`src/rtl/wb_arb_pkg.sv`:
```
// Shared types and constants for the two-master Wishbone arbiter.
package wb_arb_pkg;

  typedef enum logic [1:0] {
    ARB_IDLE = 2'd0,
    ARB_M0   = 2'd1,
    ARB_M1   = 2'd2
  } arb_state_t;

  localparam logic [1:0] GRANT_NONE = 2'b00;
  localparam logic [1:0] GRANT_M0   = 2'b01;
  localparam logic [1:0] GRANT_M1   = 2'b10;

endpackage

```
`src/rtl/wb_watchdog.sv`:
```
// Stall watchdog: counts consecutive strobed cycles without a response and
// flags expiry once the count reaches TIMEOUT_CYCLES (0 disables it).
module wb_watchdog #(
  parameter int unsigned TIMEOUT_CYCLES = 255
) (
  input  logic i_clk,
  input  logic i_rst,
  input  logic i_active,
  input  logic i_done,
  output logic o_expire
);

  localparam int unsigned     CNT_W   = (TIMEOUT_CYCLES > 0) ? $clog2(TIMEOUT_CYCLES + 1) : 1;
  localparam logic [CNT_W-1:0] LIMIT  = CNT_W'(TIMEOUT_CYCLES);
  localparam bit              ENABLED = (TIMEOUT_CYCLES != 0);

  logic [CNT_W-1:0] count;

  // Fire only while the request is still strobed; the count cannot reach the
  // limit otherwise, but this keeps a dropped strobe from ever erroring.
  assign o_expire = ENABLED && i_active && (count == LIMIT);

  // Count stalled strobe cycles; any idle cycle, response or expiry restarts it.
  always_ff @(posedge i_clk or posedge i_rst) begin
    if (i_rst) begin
      count <= '0;
    end else if (!i_active || i_done || o_expire) begin
      count <= '0;
    end else begin
      count <= count + CNT_W'(1);
    end
  end

endmodule

```
`src/rtl/wb_arbiter2.sv`:
```
// Two-master, one-slave Wishbone classic arbiter: round-robin grant held for
// the whole cyc tenure, responses routed only to the owner, stall watchdog.
module wb_arbiter2
  import wb_arb_pkg::*;
#(
  parameter int unsigned ADDR_WIDTH     = 4,
  parameter int unsigned DATA_WIDTH     = 32,
  parameter int unsigned TIMEOUT_CYCLES = 255
) (
  input  logic                  i_clk,
  input  logic                  i_rst,
  input  logic                  i_m0_cyc,
  input  logic                  i_m0_stb,
  input  logic                  i_m0_we,
  input  logic [ADDR_WIDTH-1:0] i_m0_addr,
  input  logic [DATA_WIDTH-1:0] i_m0_data,
  output logic                  o_m0_ack,
  output logic                  o_m0_err,
  output logic [DATA_WIDTH-1:0] o_m0_data,
  input  logic                  i_m1_cyc,
  input  logic                  i_m1_stb,
  input  logic                  i_m1_we,
  input  logic [ADDR_WIDTH-1:0] i_m1_addr,
  input  logic [DATA_WIDTH-1:0] i_m1_data,
  output logic                  o_m1_ack,
  output logic                  o_m1_err,
  output logic [DATA_WIDTH-1:0] o_m1_data,
  output logic                  o_s_cyc,
  output logic                  o_s_stb,
  output logic                  o_s_we,
  output logic [ADDR_WIDTH-1:0] o_s_addr,
  output logic [DATA_WIDTH-1:0] o_s_data,
  input  logic                  i_s_ack,
  input  logic                  i_s_err,
  input  logic [DATA_WIDTH-1:0] i_s_data,
  output logic [1:0]            o_grant,
  output logic                  o_timeout
);

  arb_state_t state;
  logic       last_grant;
  logic [1:0] grant_q;

  logic                  sel_m0, sel_m1;
  logic                  req_cyc, req_stb, req_we;
  logic [ADDR_WIDTH-1:0] req_addr;
  logic [DATA_WIDTH-1:0] req_data;
  logic                  expire;

  assign sel_m0 = (state == ARB_M0);
  assign sel_m1 = (state == ARB_M1);

  // Grant FSM: idle turnaround between every tenure, ties go to the master
  // that did not own the bus last.
  always_ff @(posedge i_clk or posedge i_rst) begin
    if (i_rst) begin
      state      <= ARB_IDLE;
      last_grant <= 1'b1;
      grant_q    <= GRANT_NONE;
    end else begin
      case (state)
        ARB_IDLE: begin
          if (i_m0_cyc && (!i_m1_cyc || last_grant)) begin
            state   <= ARB_M0;
            grant_q <= GRANT_M0;
          end else if (i_m1_cyc) begin
            state   <= ARB_M1;
            grant_q <= GRANT_M1;
          end
        end
        ARB_M0: begin
          if (!i_m0_cyc) begin
            state      <= ARB_IDLE;
            last_grant <= 1'b0;
            grant_q    <= GRANT_NONE;
          end
        end
        ARB_M1: begin
          if (!i_m1_cyc) begin
            state      <= ARB_IDLE;
            last_grant <= 1'b1;
            grant_q    <= GRANT_NONE;
          end
        end
        default: begin
          state   <= ARB_IDLE;
          grant_q <= GRANT_NONE;
        end
      endcase
    end
  end

  assign o_grant = grant_q;

  // Request mux from the owning master; everything low when idle.
  always_comb begin
    req_cyc  = 1'b0;
    req_stb  = 1'b0;
    req_we   = 1'b0;
    req_addr = '0;
    req_data = '0;
    if (sel_m0) begin
      req_cyc  = i_m0_cyc;
      req_stb  = i_m0_stb;
      req_we   = i_m0_we;
      req_addr = i_m0_addr;
      req_data = i_m0_data;
    end else if (sel_m1) begin
      req_cyc  = i_m1_cyc;
      req_stb  = i_m1_stb;
      req_we   = i_m1_we;
      req_addr = i_m1_addr;
      req_data = i_m1_data;
    end
  end

  // Watchdog sees the unmasked strobe so its own expiry cannot feed back.
  wb_watchdog #(
    .TIMEOUT_CYCLES(TIMEOUT_CYCLES)
  ) u_watchdog (
    .i_clk   (i_clk),
    .i_rst   (i_rst),
    .i_active(req_stb),
    .i_done  (i_s_ack | i_s_err),
    .o_expire(expire)
  );

  assign o_s_cyc   = req_cyc;
  assign o_s_stb   = req_stb & ~expire;
  assign o_s_we    = req_we;
  assign o_s_addr  = req_addr;
  assign o_s_data  = req_data;
  assign o_timeout = expire;

  assign o_m0_ack  = sel_m0 & i_s_ack;
  assign o_m0_err  = sel_m0 & (i_s_err | expire);
  assign o_m0_data = sel_m0 ? i_s_data : '0;
  assign o_m1_ack  = sel_m1 & i_s_ack;
  assign o_m1_err  = sel_m1 & (i_s_err | expire);
  assign o_m1_data = sel_m1 ? i_s_data : '0;

endmodule

```
`config.mk`:
```
export PLATFORM = sky130hd
export DESIGN_NAME = wb_arbiter2
export DESIGN_NICKNAME = d
export VERILOG_FILES = /design/src/rtl/wb_arb_pkg.sv /design/src/rtl/wb_watchdog.sv /design/src/rtl/wb_arbiter2.sv
export SDC_FILE = /design/constraint.sdc
export NUM_CORES = 1
export LEC_CHECK = 0
export ABC_AREA = 1
export CORE_AREA = 2 2 86 88
export DETAILED_ROUTE_END_ITERATION = 7
export DIE_AREA = 0 0 88 90
export GPL_ROUTABILITY_DRIVEN = 0
export PLACE_DENSITY = 0.77
export SYNTH_ARGS = -nofsm -noshare
export SYNTH_HDL_FRONTEND = slang
export SYNTH_SLANG_ARGS = --single-unit
export TNS_END_PERCENT = 5
```
`constraint.sdc`:
```
create_clock -name i_clk -period 1.99 [get_ports i_clk]
set_input_delay 0.398 -clock i_clk [delete_from_list [all_inputs] [get_ports i_clk]]
set_output_delay 0.398 -clock i_clk [all_outputs]
set_load 0.1 [all_outputs]
```
==> flow_summary.json <==
{
  "ir_drop_uv": 896,
  "hold_viol": 0,
  "setup_slack_ps": 69.6,
  "clk_pin_slew_ps": 60,
  "critPathCapture": "o_m0_err",
  "switching_share_pct": 64.5,
  "mostFrequentLayoutCell": "buf_12",
  "max_freq_mhz": 521,
  "rows": 31,
  "multi_input_area_um2": 1660,
  "viasPerCell": 4.62,
  "path_class": "in2out",
  "grt_pass1_vias": 2968,
  "endpoint_kind": "primary output",
  "die_h_um": 90,
  "grt_pass1_wl_um": 15600,
  "crit_arrival_ps": 1520,
  "critPathLaunch": "i_m0_stb",
  "fin_nets": 641,
  "synth_nets": 420,
  "area_growth_pct": 267,
  "use_met2_pct": 44.7,
  "htree_levels": 1,
  "utilization_pct": 82.8,
  "cap_violations": 0,
  "cts-root-buf": "clkbuf_8",
  "vias": 2885,
  "synthCells": 305,
  "antenna_found_initial": 0,
  "grt_usage_pct": 25.3,
  "drive_gt1_share_pct": 46.7,
  "yosys_warnings": 0,
  "netlist_area_um2": 1580,
  "pre_cts_slack_ps": 17.0,
  "use_met1_pct": 27.0,
  "reg2reg_to": "u_watchdog.count[2]",
  "post_drt_wl_per_cell_um": 16.9,
  "antennaDiodeCount": 0,
  "crit_required_ps": 1590,
  "pin_count": 224,
  "place_inst": 617,
  "status": "complete, no violations",
  "clock_power_share_pct": 2.5,
  "grt.overflow.total": 0,
  "antenna_left": 0,
  "clock-sinks": 11,
  "setup-violations-final": 0,
  "fp.dieArea_um2": 7920,
  "clock_skew_ps": 10.5,
  "holdBufCountCts": 0,
  "post-route-min-period_ps": 1920,
  "worstMarginPinSlew_ps": 425,
  "cp-start-kind": "input pin",
  "final-seq-area_um2": 284,
  "rsz0062_at_grt": "no",
  "intPower_uw": 3270,
  "r2r-start": "o_grant[1]",
  "p_seq_share_pct": 3.4,
  "finalInstanceArea_um2": 5810,
  "drcViolationCount": 0,
  "clock_latency_ps": 240,
  "hp-class": "in2async",
  "p_leak_uw": 0.00240,
  "start_util_pct": 22.5,
  "final.period_utilization_pct": 96.5,
  "dpl_cell_area_um2": 5670,
  "io_buffer_count": 223,
  "dpl.hpwl_um": 8810,
  "avgSynthCellArea_um2": 5.19,
  "hold_ws_ps": 455,
  "top_usage_layer": "met2",
  "layout_common_cells": "114 x buf_12, 112 x clkdlybuf4s50_1, 61 x nor2_4",
  "dieWidth_um": 88,
  "numCtsBuffers": 3,
  "slew_headroom_pct": 71.6,
  "setup.reg_to_reg.worst_slack_ps": 720,
  "synth.distinct_cells": 23,
  "cp_max_fo": 2,
  "wl_um": 10500,
  "grtUsageMet3_pct": 7.44,
  "power_frac_comb_pct": 94.1,
  "r2r_cells": 6,
  "power.density_nw_per_um2": 1590,
  "ys_seq_area_share_pct": 17.5,
  "drt_first_pass_iters": 4,
  "final_cells": 624,
  "drtIter0Drc": 104,
  "drv_slew": 0,
  "ys_ff_latch": 11,
  "fillers": 391,
  "coreArea_um2": 7020,
  "grt_max_degree": 42,
  "p_sw_uw": 5940,
  "cts_tree": "yes",
  "cts.path.max_buffers": 2
}
==> power groups by stage <==
stage	clock, µW	sequential (µW)	combinational, µW
after detailed placement	0	328	8590
after global routing	244	322	8890
after floorplan	0	408	5400
final	227	318	8670
after global placement	0	326	8510
after CTS	229	324	8600
==> worst max-delay path: stages <==
cell,delay (ps)
clkdlybuf4s50_1,470
nand3_2,100
nand2_4,90
nand3_4,100
a21oi_4,160
buf_12,190
==> cell families (layout without fill, tap and decap cells) <==
group                      after synthesis  count (layout)  synth area share (%)
adders and majority gates                1               1                 0.791
and+or+nand+nor                        213             213                  55.8
DFF                                     11              11                  17.5
buffers and inverters                   64             284                  18.9
AOI/OAI and AO/OA                       13              13                  5.38
xor gates and xnor gates                 3               3                  1.66
==> synthesized netlist by cell type <==
| cell | number | share of area (%) |
|---|---|---|
| a21oi_2 | 2 | 1.1 |
| nand3_4 | 1 | 1.1 |
| xnor2_1 | 2 | 1.1 |
| o31ai_1 | 1 | 0.47 |
| dfrtp_1 | 10 | 16 |
| buf_6 | 6 | 4.3 |
| buf_2 | 9 | 2.8 |
| inv_1 | 43 | 10 |
| dfstp_2 | 1 | 1.7 |
| a311oi_2 | 1 | 0.95 |
| nand2_2 | 2 | 0.79 |
| o21ai_0 | 6 | 1.9 |
| a21oi_1 | 3 | 0.95 |
| buf_1 | 1 | 0.24 |
| xor2_1 | 1 | 0.55 |
| inv_4 | 1 | 0.40 |
| nor2_1 | 78 | 19 |
| ha_1 | 1 | 0.79 |
| inv_2 | 2 | 0.47 |
| nand2_4 | 1 | 0.71 |
| nand2_1 | 86 | 20 |
| clkbuf_1 | 2 | 0.47 |
| nand3_1 | 45 | 14 |
==> area by class of cell <==
class                   count  area share [%]
repair buffers            234            60.3
multi-input cells         230            28.6
flip-flops and latches     11            4.89
inverters                  46            3.27
well taps                  99            2.13
clock buffers               4           0.775
==> flip-flops by register name (all words and copies together), names as in the netlist <==
signal            flops
o_grant               2
last_grant            1
u_watchdog.count      8
==> routing by layer <==
layer | part of all wire (%) | up-vias
met1 | 33 | 1293
met2 | 52 | 197
met5 | 0 | -
met3 | 10 | 35
li1 | - | 1360
met4 | 5.0 | 0
==> repair_timing <==
action | CTS | global route
buffers inserted | 0 | 2
gates resized for setup | 4 | 9
pin swaps | 0 | 4
setup endpoints to repair | 43 | 66
cloned | 0 | 1
hold endpoints to repair | 0 | 0
==> metrics by stage <==
step / power [µW] / TNS [ps]
after floorplan: 5800 / -12960
after global placement: 8840 / 0
after detailed placement: 8910 / 0
after CTS: 9160 / -31.7
after global routing: 9460 / 0
final: 9210 / 0
==> worst min path at each step <==
stage                                    from                  end  slack, ps  cells past startpoint
after floorplan                         i_rst  u_watchdog.count[0]        250                      1
after global placement    u_watchdog.count[0]  u_watchdog.count[0]        440                      1
after detailed placement  u_watchdog.count[0]  u_watchdog.count[0]        460                      1
after CTS                               i_rst  u_watchdog.count[7]        470                      2
after global routing                    i_rst  u_watchdog.count[6]        520                      2
final                                   i_rst  u_watchdog.count[6]        450                      2
Power figures use the tool's default switching activity.
